$ cat config.mk
export PLATFORM = sky130hd
export DESIGN_NAME = load_store_unit
export DESIGN_NICKNAME = d
export VERILOG_FILES = /design/src/rtl/load_store_unit.sv
export SDC_FILE = /design/constraint.sdc
export NUM_CORES = 1
export LEC_CHECK = 0
export ABC_AREA = 1
export BUFFER_PORTS_ARGS = -buffer_cell sky130_fd_sc_hd__buf_4
export CAP_MARGIN = 20
export CORE_MARGIN = 5
export CORE_UTILIZATION = 46
export CTS_CLUSTER_DIAMETER = 100
export DETAILED_ROUTE_END_ITERATION = 10
export MAX_ROUTING_LAYER = met4
export PLACE_DENSITY = 0.89
export SKIP_CTS_REPAIR_TIMING = 1
export SLEW_MARGIN = 10
export SYNTH_ARGS = -nofsm -noshare
export SYNTH_HDL_FRONTEND = slang
export SYNTH_SLANG_ARGS = --single-unit
export TNS_END_PERCENT = 1
$ cat constraint.sdc
create_clock -name clk -period 1.3 [get_ports clk]
set_input_delay 0.26 -clock clk [delete_from_list [all_inputs] [get_ports clk]]
set_output_delay 0.26 -clock clk [all_outputs]
set_load 0.005 [all_outputs]
$ cat src/rtl/load_store_unit.sv
// Load/store unit: one memory op at a time against a word-wide, one-cycle-latency data memory.
// Optional MISALIGN_EXC_EN: misaligned halves/words complete without touching memory.
module load_store_unit (
  input  logic        clk,
  input  logic        rst,
  input  logic        req,
  input  logic        store,
  input  logic [1:0]  size,
  input  logic        unsigned_ld,
  input  logic [31:0] addr,
  input  logic [31:0] st_data,
  output logic        busy,
  output logic        done,
  output logic [31:0] ld_data,
  output logic        misalign,
  output logic        mem_rd,
  output logic        mem_wr,
  output logic [31:0] mem_addr,
  output logic [31:0] mem_wdata,
  input  logic [31:0] mem_rdata
);

  typedef enum logic [2:0] {StIdle, StRead, StExtract, StMerge, StWrite} state_e;

  state_e      state_q;
  logic [31:0] addr_q;
  logic [31:0] st_data_q;
  logic [1:0]  size_q;
  logic        store_q;
  logic        unsigned_q;
  logic        mis_q;
  logic        done_q;
  logic        misalign_q;
  logic [31:0] ld_data_q;

  logic        mis_req;
  logic [7:0]  lane_b;
  logic [15:0] lane_h;
  logic [31:0] extracted;
  logic [31:0] merged;

`ifdef MISALIGN_EXC_EN
  assign mis_req = size[1] ? (addr[1:0] != 2'b00) : (size[0] & addr[0]);
`else
  assign mis_req = 1'b0;
`endif

  // Big-endian lanes: offset 0 is the most significant byte/half.
  always_comb begin
    case (addr_q[1:0])
      2'd0:    lane_b = mem_rdata[31:24];
      2'd1:    lane_b = mem_rdata[23:16];
      2'd2:    lane_b = mem_rdata[15:8];
      default: lane_b = mem_rdata[7:0];
    endcase
    lane_h = addr_q[1] ? mem_rdata[15:0] : mem_rdata[31:16];
    if (size_q[1]) begin
      extracted = mem_rdata;
    end else if (size_q[0]) begin
      extracted = {{16{~unsigned_q & lane_h[15]}}, lane_h};
    end else begin
      extracted = {{24{~unsigned_q & lane_b[7]}}, lane_b};
    end
  end

  always_comb begin
    merged = mem_rdata;
    if (size_q[0]) begin
      if (addr_q[1]) merged[15:0] = st_data_q[15:0];
      else           merged[31:16] = st_data_q[15:0];
    end else begin
      case (addr_q[1:0])
        2'd0:    merged[31:24] = st_data_q[7:0];
        2'd1:    merged[23:16] = st_data_q[7:0];
        2'd2:    merged[15:8]  = st_data_q[7:0];
        default: merged[7:0]   = st_data_q[7:0];
      endcase
    end
  end

  always_ff @(posedge clk) begin
    if (rst) begin
      state_q    <= StIdle;
      addr_q     <= 32'd0;
      st_data_q  <= 32'd0;
      size_q     <= 2'd0;
      store_q    <= 1'b0;
      unsigned_q <= 1'b0;
      mis_q      <= 1'b0;
      done_q     <= 1'b0;
      misalign_q <= 1'b0;
      ld_data_q  <= 32'd0;
    end else begin
      done_q     <= 1'b0;
      misalign_q <= 1'b0;
      case (state_q)
        StIdle: begin
          if (req) begin
            addr_q     <= addr;
            st_data_q  <= st_data;
            size_q     <= size;
            store_q    <= store;
            unsigned_q <= unsigned_ld;
            mis_q      <= mis_req;
            // Misaligned ops pass through EXTRACT only to get a strobe-free cycle.
            if (mis_req)                state_q <= StExtract;
            else if (store && size[1])  state_q <= StWrite;
            else                        state_q <= StRead;
          end
        end
        StRead: state_q <= store_q ? StMerge : StExtract;
        StExtract: begin
          if (mis_q) misalign_q <= 1'b1;
          else       ld_data_q  <= extracted;
          done_q  <= 1'b1;
          state_q <= StIdle;
        end
        StMerge, StWrite: begin
          done_q  <= 1'b1;
          state_q <= StIdle;
        end
        default: state_q <= StIdle;
      endcase
    end
  end

  always_comb begin
    case (state_q)
      StWrite: mem_wdata = st_data_q;
      StMerge: mem_wdata = merged;
      default: mem_wdata = 32'd0;
    endcase
  end

  assign busy     = (state_q != StIdle);
  assign done     = done_q;
  assign misalign = misalign_q;
  assign ld_data  = ld_data_q;
  assign mem_addr = {addr_q[31:2], 2'b00};
  assign mem_rd   = (state_q == StRead);
  assign mem_wr   = ((state_q == StWrite) || (state_q == StMerge)) && !rst;

endmodule
==> impl_metrics.ini <==
[outcome]
outcome = complete, but fails checks
failed_checks = negative setup slack

[synth]
yosysWarnings = 0
synth_cell_types = 28
postSynth.asyncResetShare_pct = 0
synthFlopType = dfxtp_1
ys_ff_latch = 104
yosysTopAreaCell = dfxtp_1
synth_cells = 839
synth_area_sq_mm = 0.00572
seq_area_frac_synth_pct = 36.4
synth_top_cells_by_area = dfxtp_1, o21ai_0, a21oi_1, inv_1, nand2_1
synth_edf_count = 0
synth.most_common_cell = o21ai_0
yosysTopAreaCellShare_pct = 36.4
syn_avg_cell_area_sq_um = 6.81
yosys-top-cells-count = o21ai_0, a21oi_1, dfxtp_1

[floorplan]
start_util_pct = 47.2
num_io_pins = 204
die_area_sq_mm = 0.0148
die_y_um = 121
rows = 40
core_sq_mm = 0.0121
die_x_um = 121

[layout]
multi_input_area_sq_mm = 0.00293
seq_area_sq_mm = 0.00209
syn_to_final_growth_pct = 48.0
stdcell_count = 1234
diodes = 0
drive_gt1_share_pct = 38.1
final_util_pct = 69.8
fin_nets = 1165
fillers = 1006

[critical_path]
start_kind = flop
crit_fanout = 6
worst-setup-path-type = flop to output port
crit_path_end_kind = output port
required_ns = 1.04
r2r_slack_ns = -0.23
worstPathArrival_ns = 1.66

[cts]
clock-sinks = 104
cts_tree = built
clk_latency_ns = 0.35
cts_buffers = 9
clockBufferDepth = 2
cts_root_buffer = clkbuf_16
clk_pin_slew_ns = 0.07
htreeDepth = 3

[detailed_routing]
drt-initial-drc-count = 922
vias_per_cell = 5.49
post-route-drc-count = 0
drtPass1Iterations = 6
wl_per_cell_um = 17.3
totalWireLength_um = 21400
ant_nets = 0
vias = 6780

[power_and_ir_drop]
p_leak_nw = 3.89
clock_power_share_pct = 30.4
p_int_mw = 6.62
pwr-share-seq_pct = 38.1
netSwitchingFraction_pct = 31.4
pwr_density_cell_mw_per_mm2 = 1140
p_sw_mw = 3.03
ir_drop_mv = 0.894
p_comb_share_pct = 31.5

[placed_design]
placedCellCount = 1217
gp_congestion = 1.00
place.port_buffers = 200
dp_hpwl_um = 16000
pre_cts_slack_ns = -0.303

[sta]
hold_viol = 0
finalSetupViolations = 72
maxSlewViolCount = 0
clock.fmax_mhz = 521
min_period_over_period_pct = 148
fin_ws_ns = -0.620
fin_crit_ns = 1.92
fin_skew_ns = 0.00773
rsz0062_at_grt = true

[grt]
overflow = 0
grt_max_degree = 49
grt_pass1_wl_um = 31900
grt_antenna_before_repair = 0
grt_pass1_vias = 6311
grtUsageTotal_pct = 28.3

[job]
maxCapViolations = 0

[min_path]
worstHoldPathType = input port to flop
-- metal layers --
metal	up-vias	part of all wire [%]	global-route usage (%)
met3	74	11	7.04
met4	0	4.0	12.3
met1	3024	38	34.7
met5	-	0	-
met2	434	46	44.2
li1	3248	-	-
-- critical path, cell delays in order (launching register included) --
cell,delay [ns]
dfxtp_4,0.43
inv_4,0.06
nor2_4,0.18
buf_4,0.15
o21ai_0,0.07
o21ai_1,0.15
nand2_1,0.09
o21ai_2,0.07
buf_4,0.12
-- sequential cells by signal (all words and copies together) (netlist names) --
signal      count
state_q         3
addr_q         32
st_data_q      32
store_q         1
size_q          2
unsigned_q      1
ld_data        32
done            1
-- path summary, 6_finish.rpt --
| kind | startpoint | end | cells past startpoint |
|---|---|---|---|
| min reg2reg | addr_q[28] | addr_q[28] | 2 |
| max reg2reg | addr_q[1] | ld_data[10] | 10 |
| min | rst | state_q[1] | 2 |
| max | addr_q[1] | mem_wdata[13] | 8 |
-- area by class of cell --
class	instances	area share, %
timing repair buffer	306	29.9
multi-input combinational	542	34.6
clock inverter	5	0.932
inverter	99	4.51
clock buffer	10	2.83
sequential	104	24.7
tap	168	2.49
-- layout by cell type (no fill, tap or decap), types with 3 or more instances in the layout --
master     netlist  layout
inv_1           97      90
conb_1           1       3
nand2_1         91      87
nor2_4           2       5
inv_2            2       5
buf_12           0      12
buf_6            2      16
a21oi_2          0       6
o22ai_1          3       3
nand3_1         23      20
o21ai_0        190      91
buf_4           41     277
o21ai_2          0      31
nand3_2          1       3
dfxtp_1        104      97
nor2_1          24      24
inv_4            0       4
o211ai_1        14      14
nand2_2          3       6
clkbuf_16        0      10
o21ai_1          4      72
or2_2            7       7
dfxtp_2          0       6
o2111ai_1       10       5
o2111ai_2        0       5
a21oi_1        155     149
-- metrics by stage --
step / TNS [ns] / cell area (sq um) / total power [mW] / hold slack, ns
detailed placement: -14.21 / 7810 / 6.45 / 0.434
CTS: -28.10 / 8130 / 9.37 / 0.0985
floorplan: -0.258 / 5760 / 5.20 / 0.329
global route: -30.04 / 8460 / 10.1 / 0.108
global placement: -11.60 / 7810 / 6.39 / 0.430
finish: -23.53 / 8460 / 9.65 / 0.102
-- power groups by stage --
stage / Clock [mW] / Combinational, mW / Sequential, mW
floorplan: 0 / 1.51 / 3.69
global placement: 0 / 2.68 / 3.71
detailed placement: 0 / 2.73 / 3.72
CTS: 2.97 / 2.74 / 3.65
global route: 3.09 / 3.30 / 3.71
finish: 2.93 / 3.04 / 3.68
-- cells by family after synthesis --
logic type | synth area share, %
simple gates | 12.0
buf+inv | 16.4
flops | 36.4
compound gates | 35.0
other cells | 0.0656
No activity file was read; power rests on OpenSTA's default activity.
